### src/rtl/pipe_ctrl_pkg.sv
// Shared types and constants for the F/D/E/W pipeline sequencing controller.
// Holds the controller state enum, the no-write write mode and the register address width.
package pipe_ctrl_pkg;

    typedef enum logic [1:0] {
        RUN      = 2'd0,
        MEM_WAIT = 2'd1,
        MULTI    = 2'd2
    } state_e;

    localparam logic [1:0] WM_NONE    = 2'b00;
    localparam int         REG_ADDR_W = 3;

endpackage

### src/rtl/operand_fwd_hold.sv
// One E-stage operand path: W-stage forward compare, forward mux and stall hold register.
// Ports: clk/reset, rs_i, rd_w_i, write_mode_w_i, w_data_i, de_data_i, capture_i,
//        use_hold_i in; fwd_o, operand_o out.
module operand_fwd_hold
    import pipe_ctrl_pkg::*;
#(
    parameter int DW = 16
) (
    input  logic                  clk,
    input  logic                  reset,
    input  logic [REG_ADDR_W-1:0] rs_i,
    input  logic [REG_ADDR_W-1:0] rd_w_i,
    input  logic [1:0]            write_mode_w_i,
    input  logic [DW-1:0]         w_data_i,
    input  logic [DW-1:0]         de_data_i,
    input  logic                  capture_i,
    input  logic                  use_hold_i,
    output logic                  fwd_o,
    output logic [DW-1:0]         operand_o
);

    logic [DW-1:0] fwd_val;
    logic [DW-1:0] hold_q;
    logic [DW-1:0] hold_d;

    assign fwd_o   = (write_mode_w_i != WM_NONE) && (rs_i == rd_w_i);
    assign fwd_val = fwd_o ? w_data_i : de_data_i;

    // Snapshot taken on the stall-entry cycle so later W-stage
    // traffic cannot disturb the operand of the stalled instruction.
    assign hold_d    = capture_i ? fwd_val : hold_q;
    assign operand_o = use_hold_i ? hold_q : fwd_val;

    always_ff @(posedge clk or negedge reset) begin
        if (!reset) begin
            hold_q <= '0;
        end else begin
            hold_q <= hold_d;
        end
    end

endmodule

### src/rtl/pipeline_hazard_ctrl.sv
// Stall/flush sequencing, EW bubble, operand forwarding/hold and debug counters for F/D/E/W.
// Ports: clk, reset (async active-low), E/W hazard inputs in; stall/flush/bubble, fwd,
//        operands and saturating stall/flush counters out.
module pipeline_hazard_ctrl
    import pipe_ctrl_pkg::*;
#(
    parameter int MULTI_CYCLES = 4,
    parameter int DW           = 16
) (
    input  logic                  clk,
    input  logic                  reset,
    input  logic [REG_ADDR_W-1:0] rs1_E,
    input  logic [REG_ADDR_W-1:0] rs2_E,
    input  logic [DW-1:0]         de_data_1,
    input  logic [DW-1:0]         de_data_2,
    input  logic [REG_ADDR_W-1:0] rd_W,
    input  logic [1:0]            write_mode_W,
    input  logic [DW-1:0]         w_data,
    input  logic                  mem_read_E,
    input  logic                  mem_ready_E,
    input  logic                  multi_start_E,
    input  logic                  branch_taken_E,
    output logic                  stall_F,
    output logic                  stall_D,
    output logic                  flush_F,
    output logic                  flush_D,
    output logic                  bubble_E,
    output logic                  fwd_a,
    output logic                  fwd_b,
    output logic [DW-1:0]         operand_a_E,
    output logic [DW-1:0]         operand_b_E,
    output logic [15:0]           stall_count,
    output logic [15:0]           flush_count
);

    // The entry cycle already counts as a stall cycle, hence the -2.
    localparam logic [3:0] MULTI_INIT = 4'(MULTI_CYCLES - 2);

    state_e      state_q, state_d;
    logic [3:0]  cnt_q, cnt_d;
    logic [15:0] stall_count_q, stall_count_d;
    logic [15:0] flush_count_q, flush_count_d;
    logic        load_term;
    logic        stall_c;
    logic        flush_c;
    logic        capture;
    logic        use_hold;

    assign load_term = mem_read_E & ~mem_ready_E;

    always_comb begin
        stall_c = 1'b0;
        state_d = state_q;
        cnt_d   = cnt_q;
        unique case (state_q)
            RUN: begin
                stall_c = load_term | multi_start_E;
                if (load_term) begin
                    state_d = MEM_WAIT;
                end else if (multi_start_E) begin
                    state_d = MULTI;
                    cnt_d   = MULTI_INIT;
                end
            end
            MEM_WAIT: begin
                stall_c = ~mem_ready_E;
                if (mem_ready_E) begin
                    state_d = RUN;
                end
            end
            MULTI: begin
                stall_c = (cnt_q != 4'd0);
                if (cnt_q != 4'd0) begin
                    cnt_d = cnt_q - 4'd1;
                end else begin
                    state_d = RUN;
                end
            end
            default: begin
                state_d = RUN;
                cnt_d   = 4'd0;
            end
        endcase
    end

    // A pending stall always beats a taken branch; the branch
    // is honoured in the release cycle instead.
    assign flush_c  = branch_taken_E & ~stall_c;
    assign stall_F  = stall_c;
    assign stall_D  = stall_c;
    assign bubble_E = stall_c;
    assign flush_F  = flush_c;
    assign flush_D  = flush_c;

    assign capture  = (state_q == RUN) & stall_c;
    assign use_hold = (state_q != RUN);

    assign stall_count_d = (stall_c && stall_count_q != 16'hFFFF)
                         ? stall_count_q + 16'd1 : stall_count_q;
    assign flush_count_d = (flush_c && flush_count_q != 16'hFFFF)
                         ? flush_count_q + 16'd1 : flush_count_q;
    assign stall_count   = stall_count_q;
    assign flush_count   = flush_count_q;

    always_ff @(posedge clk or negedge reset) begin
        if (!reset) begin
            state_q       <= RUN;
            cnt_q         <= 4'd0;
            stall_count_q <= 16'd0;
            flush_count_q <= 16'd0;
        end else begin
            state_q       <= state_d;
            cnt_q         <= cnt_d;
            stall_count_q <= stall_count_d;
            flush_count_q <= flush_count_d;
        end
    end

    operand_fwd_hold #(.DW(DW)) u_op_a (
        .clk            (clk),
        .reset          (reset),
        .rs_i           (rs1_E),
        .rd_w_i         (rd_W),
        .write_mode_w_i (write_mode_W),
        .w_data_i       (w_data),
        .de_data_i      (de_data_1),
        .capture_i      (capture),
        .use_hold_i     (use_hold),
        .fwd_o          (fwd_a),
        .operand_o      (operand_a_E)
    );

    operand_fwd_hold #(.DW(DW)) u_op_b (
        .clk            (clk),
        .reset          (reset),
        .rs_i           (rs2_E),
        .rd_w_i         (rd_W),
        .write_mode_w_i (write_mode_W),
        .w_data_i       (w_data),
        .de_data_i      (de_data_2),
        .capture_i      (capture),
        .use_hold_i     (use_hold),
        .fwd_o          (fwd_b),
        .operand_o      (operand_b_E)
    );

endmodule

### config.mk
export PLATFORM = sky130hd
export DESIGN_NAME = pipeline_hazard_ctrl
export DESIGN_NICKNAME = d
export VERILOG_FILES = /design/src/rtl/pipe_ctrl_pkg.sv /design/src/rtl/operand_fwd_hold.sv /design/src/rtl/pipeline_hazard_ctrl.sv
export SDC_FILE = /design/constraint.sdc
export NUM_CORES = 1
export LEC_CHECK = 0
export BUFFER_PORTS_ARGS = -buffer_cell sky130_fd_sc_hd__buf_2
export CORE_MARGIN = 2
export CORE_UTILIZATION = 41
export DETAILED_ROUTE_END_ITERATION = 16
export GPL_TIMING_DRIVEN = 0
export PLACE_DENSITY = 0.75
export SYNTH_ARGS = -nofsm -noshare
export SYNTH_HDL_FRONTEND = slang
export SYNTH_SLANG_ARGS = --single-unit
### constraint.sdc
create_clock -name clk -period 5.8 [get_ports clk]
set_clock_uncertainty 0.2 [all_clocks]
set_input_delay 1.16 -clock clk [delete_from_list [all_inputs] [get_ports clk]]
set_output_delay 1.16 -clock clk [all_outputs]
set_load 0.05 [all_outputs]
==> impl_metrics.csv, run 1 <==
group,metric,value,unit
clocking,clk_latency,340,ps
finish,syn2layout_area_growth,26.6,%
grt,grt_usage,0.199,
floorplan,fp.dieW,101,um
sta,finalSetupViolCount,0,
sta,layout_min_cycle_time,4260,ps
floorplan,num_rows,35,
finish,stdcell_area,0.00490,mm^2
drt,antenna_left,0,
finish,finalNetCount,626,
synth,ys_ff_latch,70,
sta,period_share,0.735,
run_status,status,"finished, final reports clean",
clocking,htreeDepth,3,
place,port_buffers,135,
sta,slew_headroom,0.412,
worst_hold_path,min_path_type,"flop to flop",
sta,fin_setup_tns,0,ps
finish,fill_cells,870,
floorplan,design.core.area,0.00920,mm^2
synth,syn_area_per_cell,9.43,um^2
floorplan,ios,136,
worst_setup_path,cp-start-kind,"primary input",
synth,yosysUniqueCellTypes,43,
clocking,ctsHoldBuffers,0,
sta,max_freq,235,MHz
grt,grt_pass1_wl,16100,um
place,gp_routability_congestion,0.855,
sta,hold_slack,285,ps
clocking,path_clk_slew,70,ps
floorplan,die-area,0.0102,mm^2
worst_setup_path,cp_max_fo,10,
synth,synthesis.nets,480,
synth,yosys_warnings,0,
pwr,p_per_area,577,mW/mm^2
drt,dr_total_vias,3544,
synth,synth_async_sr_flop_share,1.00,
worst_setup_path,worstPathArrival,2900,ps
finish,final_core_util,0.533,
synth,synth_edf_count,0,
finish,insertedDiodeCount,0,
synth,synthCells,411,
floorplan,initial_core_util,0.421,
grt,grt_max_degree,71,
pwr,total_power,0.00283,W
clocking,cts.path.max_buffers,2,
finish,multi_input_area,0.00197,mm^2
drt,detail_route.vias_per_cell,5.27,
sta,finalHoldViolCount,0,
synth,yosysSeqAreaShare,0.452,
worst_setup_path,end_kind,"output port",
clocking,post_cts_buffers,0,
finish,register_area,0.00175,mm^2
pwr,vdd_drop_max,326,uV
drt,drc,0,
grt,grt_pass1_vias,3423,
grt,gr-total-overflow,0,
drt,firstDrtPassIters,5,
clocking,cts_resized,0,
sta,finalMaxSlewViolations,0,
floorplan,die_y,101,um
finish,layout-drive-gt1-share,0.311,
sta,tightest_slew,882,ps
pwr,p_leak,2.36,nW
place,dpl-instance-area,0.00469,mm^2
drt,wl_per_cell,14.6,um
drt,drt_first_iter_violations,126,
clocking,cts_buffers,9,
drt,wirelength,9840,um
clocking,root_buffer,"clkbuf_8",
worst_setup_path,crit_type,"primary input to output port",
finish,layout_common_cells,"buf_2, nand2_1, dfrtp_1",
flow_run,max_cap_violations,0,
clocking,clock_sinks,70,
sta,rsz0062_at_grt,"false",
clocking,cts_tree,"yes",
finish,layout_commonest_cell,"buf_2",
place,place_hpwl,7550,um
synth,synth_ff_type,"dfrtp_1",
grt,grt_antenna_before_repair,0,
synth,syn_area,0.00387,mm^2
worst_setup_path,crit_required,4440,ps
-- power by group --
group          switching, W  internal, W  total [W]
registers          0.000130     0.000658   0.000788
logic               0.00120     0.000408    0.00161
clock network      0.000185     0.000242   0.000427
-- synth_stat cells (2+ instances only) --
master,instances,share of area
and3_1,6,0.0097
nand2b_1,4,0.0065
nand3_1,9,0.012
and4_1,5,0.011
nand2_1,83,0.080
buf_6,4,0.012
clkbuf_1,13,0.013
ha_1,4,0.013
mux2_1,5,0.015
xor2_1,16,0.036
nor2_1,14,0.014
xnor2_1,14,0.032
nand4_1,14,0.023
nor4_1,6,0.0097
a21oi_1,6,0.0078
dfrtp_1,70,0.45
nor2_2,3,0.0048
o21ai_1,36,0.047
mux2i_1,32,0.083
inv_1,5,0.0048
o21ai_0,33,0.043
buf_4,5,0.0097
a31oi_1,3,0.0048
nor3_1,2,0.0026
-- kinds of logic after synthesis --
family | count (synthesis) | share of synthesized area
buffers and inverters | 28 | 0.0401
muxes | 38 | 0.101
AOI/OAI and AO/OA | 84 | 0.123
DFF | 70 | 0.452
adders and majority gates | 4 | 0.0129
and+or+nand+nor | 157 | 0.203
xor gates and xnor gates | 30 | 0.0678
-- state kept, by name, summed over array words and instances, names as in the netlist --
register and flops:
flush_count 16, state_q 2, cnt_q 4, u_op_b.hold_q 16, stall_count 16, u_op_a.hold_q 16
-- final cells by class --
class / instances / share of cell area
Buffer: 23 / 0.0278
Clock buffer: 10 / 0.0260
Clock inverter: 6 / 0.0176
Inverter: 5 / 0.00383
Multi-Input combinational cell: 313 / 0.401
Sequential cell: 70 / 0.357
Tap cell: 111 / 0.0283
Timing Repair Buffer: 135 / 0.138
-- layer usage --
| metal | routed length (um) | vias to the layer above | track usage |
|---|---|---|---|
| li1 | - | 1718 | - |
| met4 | 200 | 0 | 0.0800 |
| met5 | 0 | - | 0 |
| met3 | 564 | 19 | 0.0311 |
| met1 | 4540 | 1686 | 0.274 |
| met2 | 4530 | 121 | 0.314 |
-- worst max-delay path: stages --
cell and delay, ps:
buf_2 120, xor2_1 150, nor4_1 300, buf_4 260, buf_6 210, mux2i_1 320
o21ai_1 130, buf_2 240
-- through the flow --
stage	cells	worst slack [ps]
after global routing	673	1340
after floorplan	411	1480
after CTS	673	1510
after detailed placement	657	1520
final	673	1540
after global placement	657	1570
-- path summary, 6_finish.rpt --
kind	cells after the start	endpoint	slack [ps]	start
setup / recovery	8	operand_b_E[9]	1540	rd_W[2]
hold / removal	1	stall_count[10]	280	stall_count[10]
setup reg to reg	7	stall_count[11]	3510	cnt_q[0]
hold reg to reg	1	stall_count[10]	280	stall_count[10]
max in group asynchronous	1	stall_count[9]	4090	reset
min in group asynchronous	1	u_op_a.hold_q[4]	740	reset
No activity file was read; power rests on OpenSTA's default activity.
==> run 2, diff against run 1 <==
--- a/config.mk
+++ b/config.mk
@@ -10,7 +10,7 @@
 export CORE_UTILIZATION = 41
 export DETAILED_ROUTE_END_ITERATION = 16
 export GPL_TIMING_DRIVEN = 0
-export PLACE_DENSITY = 0.75
+export PLACE_DENSITY = 0.77
 export SYNTH_ARGS = -nofsm -noshare
 export SYNTH_HDL_FRONTEND = slang
 export SYNTH_SLANG_ARGS = --single-unit
==> constraint.sdc (replaced) <==
create_clock -name clk -period 3.9 [get_ports clk]
set_clock_uncertainty 0.2 [all_clocks]
set_input_delay 0.78 -clock clk [delete_from_list [all_inputs] [get_ports clk]]
set_output_delay 0.78 -clock clk [all_outputs]
set_load 0.05 [all_outputs]
==> run 2 against run 1 <==
Compared with the run above:
- worst setup slack got worse by 1200 ps
- die area is the same
- sequential power rose by 48%
- routed wire length rose by 2.6%
- final area about the same
- flip-flop and latch count is the same
- hold slack is essentially flat
- non-clock buffer count is the same
- via count grew 0.62%
- sequential share of layout area hardly changed
- critical endpoint unchanged
- largest cell class unchanged
- largest power group unchanged
- highest routed layer unchanged
==> impl_metrics.csv, run 2 (synthesis gave the netlist of run 1 again) <==
group,metric,value,unit
grt,grt_usage,0.202,
worst_setup_path,slowest_stage,"nor4_1",
finish,insertedDiodeCount,0,
clocking,htreeDepth,3,
drt,antenna_left,0,
pwr,p_per_area,862,mW/mm^2
clocking,root_buffer,"clkbuf_8",
finish,syn2layout_area_growth,26.6,%
worst_setup_path,worst_path_most_repeated_cell,"buf_2",
worst_setup_path,path_cells,"buf_2 -> xor2_1 -> nor4_1 -> buf_4 -> buf_6 -> mux2i_1 -> o21ai_1 -> buf_2",
finish,stdcell_area,0.00491,mm^2
drt,wirelength,10100,um
run_status,status,"finished, final reports clean",
sta,slew_headroom,0.395,
finish,fill_cells,869,
grt,grt_pass1_vias,3394,
floorplan,ios,136,
worst_setup_path,end_kind,"output port",
finish,register_area,0.00175,mm^2
floorplan,initial_core_util,0.421,
clocking,cts_tree,"yes",
clocking,post_cts_buffers,0,
sta,tightest_slew,908,ps
finish,final_core_util,0.533,
grt,grt_pass1_wl,16400,um
grt,grt_max_degree,71,
place,dpl-instance-area,0.00469,mm^2
worst_hold_path,min_path_type,"flop to flop",
finish,finalNetCount,626,
drt,drt_first_iter_violations,166,
sta,max_freq,283,MHz
worst_setup_path,worstPathArrival,2560,ps
clocking,cts_buffers,9,
clocking,clock_sinks,70,
sta,fin_setup_tns,0,ps
sta,finalMaxSlewViolations,0,
grt,grt_antenna_before_repair,0,
finish,layout_common_cells,"buf_2, nand2_1, dfrtp_1",
worst_setup_path,cp-start-kind,"primary input",
sta,layout_setup_ws,360,ps
pwr,vdd_drop_max,507,uV
sta,finalHoldViolCount,0,
place,gp_routability_congestion,0.949,
sta,finalSetupViolCount,0,
clocking,clk_latency,340,ps
finish,layout_commonest_cell,"buf_2",
drt,drc,0,
floorplan,die_y,101,um
flow_run,max_cap_violations,0,
finish,multi_input_area,0.00197,mm^2
sta,period_share,0.908,
finish,layout-drive-gt1-share,0.310,
floorplan,design.core.area,0.00920,mm^2
clocking,cts_resized,0,
pwr,p_leak,2.36,nW
place,place_hpwl,7540,um
floorplan,num_rows,35,
clocking,cts.path.max_buffers,2,
worst_setup_path,cpPeakStageDelay,350,ps
worst_setup_path,cp_max_fo,10,
drt,detail_route.vias_per_cell,5.30,
place,port_buffers,135,
floorplan,fp.dieW,101,um
drt,dr_total_vias,3566,
grt,gr-total-overflow,0,
floorplan,die-area,0.0102,mm^2
place,place_ws,377,ps
sta,layout_min_cycle_time,3540,ps
drt,firstDrtPassIters,5,
worst_setup_path,crit_required,2920,ps
sta,rsz0062_at_grt,"false",
drt,wl_per_cell,15.0,um
pwr,total_power,0.00423,W
clocking,ctsHoldBuffers,0,
clocking,path_clk_slew,70,ps
worst_setup_path,crit_type,"primary input to output port",
-- run 2: changes by cell type in the layout (fill, tap and decap cells not counted), sizes merged --
cell and change:
clkinvlp -1, clkbuf +2, clkinv -1
-- run 2: cell type report --
class	instances	share of cell area
Buffer	23	0.0278
Clock buffer	12	0.0296
Tap cell	111	0.0283
Inverter	5	0.00383
Clock inverter	4	0.0143
Multi-Input combinational cell	313	0.401
Timing Repair Buffer	135	0.138
Sequential cell	70	0.357
-- run 2: where the power goes --
group | internal (W) | switching, W
registers | 0.000979 | 0.000196
clock network | 0.000376 | 0.000271
logic | 0.000609 | 0.00180
total | 0.00196 | 0.00226
-- run 2: path summary, 6_finish.rpt --
check / from / to / slack [ps] / cells after the start
min: u_op_b.hold_q[2] / u_op_b.hold_q[2] / 290 / 2
max: rd_W[0] / operand_b_E[9] / 360 / 8
min reg2reg: u_op_b.hold_q[2] / u_op_b.hold_q[2] / 290 / 2
max reg2reg: cnt_q[0] / stall_count[11] / 1650 / 7
max in group asynchronous: reset / u_op_a.hold_q[15] / 2530 / 1
min in group asynchronous: reset / u_op_b.hold_q[3] / 340 / 1
-- run 2: critical path: cells and delay by family --
kind | cells | cell delay [ps]
multiplexers | 1 | 320
buffers and inverters | 4 | 850
XOR/XNOR | 1 | 160
AO/OA/AOI/OAI | 1 | 100
AND/OR/NAND/NOR | 1 | 350
-- run 2: stage by stage --
| step | hold WS (ps) | std cells |
|---|---|---|
| after floorplan | 250 | 411 |
| after global placement | 263 | 657 |
| after detailed placement | 271 | 657 |
| after CTS | 289 | 673 |
| after global routing | 310 | 673 |
| final | 285 | 673 |
-- run 2: per-layer routing --
layer / track usage / wire, um / up-vias / share of wire
li1: - / - / 1721 / -
met1: 0.279 / 4720 / 1699 / 0.47
met2: 0.307 / 4590 / 125 / 0.46
met3: 0.0435 / 534 / 21 / 0.053
met4: 0.0904 / 244 / 0 / 0.024
met5: 0 / 0 / - / 0
==> run 3, diff against run 2 <==
--- a/config.mk
+++ b/config.mk
@@ -7,10 +7,10 @@
 export LEC_CHECK = 0
 export BUFFER_PORTS_ARGS = -buffer_cell sky130_fd_sc_hd__buf_2
 export CORE_MARGIN = 2
-export CORE_UTILIZATION = 41
+export CORE_UTILIZATION = 24
 export DETAILED_ROUTE_END_ITERATION = 16
 export GPL_TIMING_DRIVEN = 0
-export PLACE_DENSITY = 0.77
+export PLACE_DENSITY = 0.53
 export SYNTH_ARGS = -nofsm -noshare
 export SYNTH_HDL_FRONTEND = slang
 export SYNTH_SLANG_ARGS = --single-unit
==> run 3 against run 2 <==
Compared with the run above:
- combinational power is essentially flat
- die area grew 68%
- first-iteration DRC count shrank 12%
- flip-flop and latch count is the same
- register-to-register slack is essentially flat
- final area grew 5.8%
- hold slack lost 84 ps
- critical path depth is the same
- maximum frequency grew 2.1%
- routed wire length grew 13%
- critical endpoint is now operand_b_E[7]
- largest cell class unchanged
- largest power group unchanged
==> impl_metrics.csv, run 3 (synthesis gave the netlist of run 1 again) <==
group,metric,value,unit
pwr,p_leak,2.44,nW
finish,layout-drive-gt1-share,0.314,
drt,firstDrtPassIters,4,
sta,rsz0062_at_grt,"false",
worst_setup_path,cp-start-kind,"primary input",
worst_setup_path,crit_type,"primary input to output port",
run_status,status,"finished, final reports clean",
finish,syn2layout_area_growth,34.0,%
sta,finalHoldViolCount,0,
floorplan,initial_core_util,0.245,
sta,layout_min_cycle_time,3470,ps
drt,drc,0,
finish,insertedDiodeCount,0,
sta,max_freq,289,MHz
sta,fin_setup_tns,0,ps
clocking,cts_resized,0,
clocking,cts_tree,"yes",
clocking,post_cts_buffers,0,
clocking,clock_sinks,70,
grt,grt_max_degree,39,
worst_setup_path,crit_required,2920,ps
clocking,htreeDepth,3,
drt,drt_first_iter_violations,146,
clocking,path_clk_slew,50,ps
grt,gr-total-overflow,0,
floorplan,design.core.area,0.0158,mm^2
place,place_hpwl,8900,um
clocking,cts_buffers,9,
place,gp_routability_congestion,0.806,
pwr,p_per_area,879,mW/mm^2
floorplan,die_y,131,um
finish,layout_commonest_cell,"buf_2",
clocking,root_buffer,"clkbuf_16",
floorplan,num_rows,46,
drt,wirelength,11400,um
grt,grt_pass1_wl,18100,um
drt,antenna_left,0,
sta,finalMaxSlewViolations,0,
grt,grt_antenna_before_repair,0,
flow_run,max_cap_violations,0,
floorplan,ios,136,
worst_setup_path,worstPathArrival,2490,ps
grt,grt_pass1_vias,3667,
place,dpl-instance-area,0.00484,mm^2
drt,detail_route.vias_per_cell,4.59,
grt,grt_usage,0.138,
sta,slew_headroom,0.649,
place,port_buffers,135,
drt,wl_per_cell,14.6,um
pwr,vdd_drop_max,423,uV
drt,dr_total_vias,3577,
floorplan,die-area,0.0172,mm^2
worst_hold_path,min_path_type,"primary input to async pin",
sta,finalSetupViolCount,0,
worst_setup_path,startpoint,"rd_W[2]",
sta,tightest_slew,527,ps
finish,layout_common_cells,"buf_2, nand2_1, dfrtp_1",
pwr,total_power,0.00456,W
clocking,cts.path.max_buffers,2,
finish,stdcell_area,0.00519,mm^2
floorplan,fp.dieW,131,um
clocking,clk_latency,330,ps
finish,finalNetCount,627,
sta,period_share,0.889,
clocking,ctsHoldBuffers,0,
worst_setup_path,regToRegStartpoint,"cnt_q[0]",
worst_setup_path,end_kind,"output port",
finish,fill_cells,1668,
worst_setup_path,cp_max_fo,10,
[run 3: cell types whose count changed in the layout (fill, tap and decap cells not counted)]
cell	previous run	this run
clkbuf_8	10	1
clkinv_4	0	1
bufinv_16	2	3
buf_12	0	1
clkbuf_1	15	13
clkbuf_16	0	9
[run 3: routing by layer]
metal	vias up	GRT usage	share of wire
li1	1726	-	-
met4	0	0.0419	0.010
met3	11	0.0440	0.065
met5	-	0	0
met2	114	0.226	0.48
met1	1726	0.175	0.45
[run 3: layout make-up]
class,instances,area [um^2],area share
plain buffers,23,136,0.0263
well taps,216,270,0.0521
repair buffers,136,698,0.135
clock inverters,6,109,0.0210
flip-flops and latches,70,1750,0.338
clock buffers,10,239,0.0460
inverters,5,18.8,0.00362
multi-input cells,313,1970,0.379
[run 3: worst max-delay path: stages]
cell and delay [ps]:
buf_2 110, xor2_1 150, nor4_1 290, buf_4 270, buf_6 210, mux2i_1 320, o21ai_1 110, buf_2 240
[run 3: power by group]
part           total, W  internal [W]  switching (W)
Sequential      0.00117      0.000980       0.000194
Clock          0.000959      0.000641       0.000318
Combinational   0.00243      0.000609        0.00182
Total           0.00456       0.00223        0.00233
[run 3: path summary, 6_finish.rpt]
check | to | slack (ps) | depth (start not counted)
min | u_op_b.hold_q[10] | 200 | 1
max in group asynchronous | stall_count[3] | 2730 | 2
min reg2reg | u_op_b.hold_q[4] | 280 | 2
min in group clk | u_op_b.hold_q[4] | 280 | 2
max reg2reg | stall_count[11] | 1650 | 7
max | operand_b_E[7] | 430 | 8
[run 3: metrics by stage]
stage | instances | hold WS, ps | util | worst slack, ps
6_report | 779 | 201 | 0.328 | 434
5_1_grt | 779 | 219 | 0.328 | 296
4_1_cts | 779 | 204 | 0.328 | 418
3_5_place_dp | 763 | 270 | 0.306 | 421
3_3_place_gp | 762 | 262 | 0.305 | 438
2_1_floorplan | 411 | 250 | - | 344
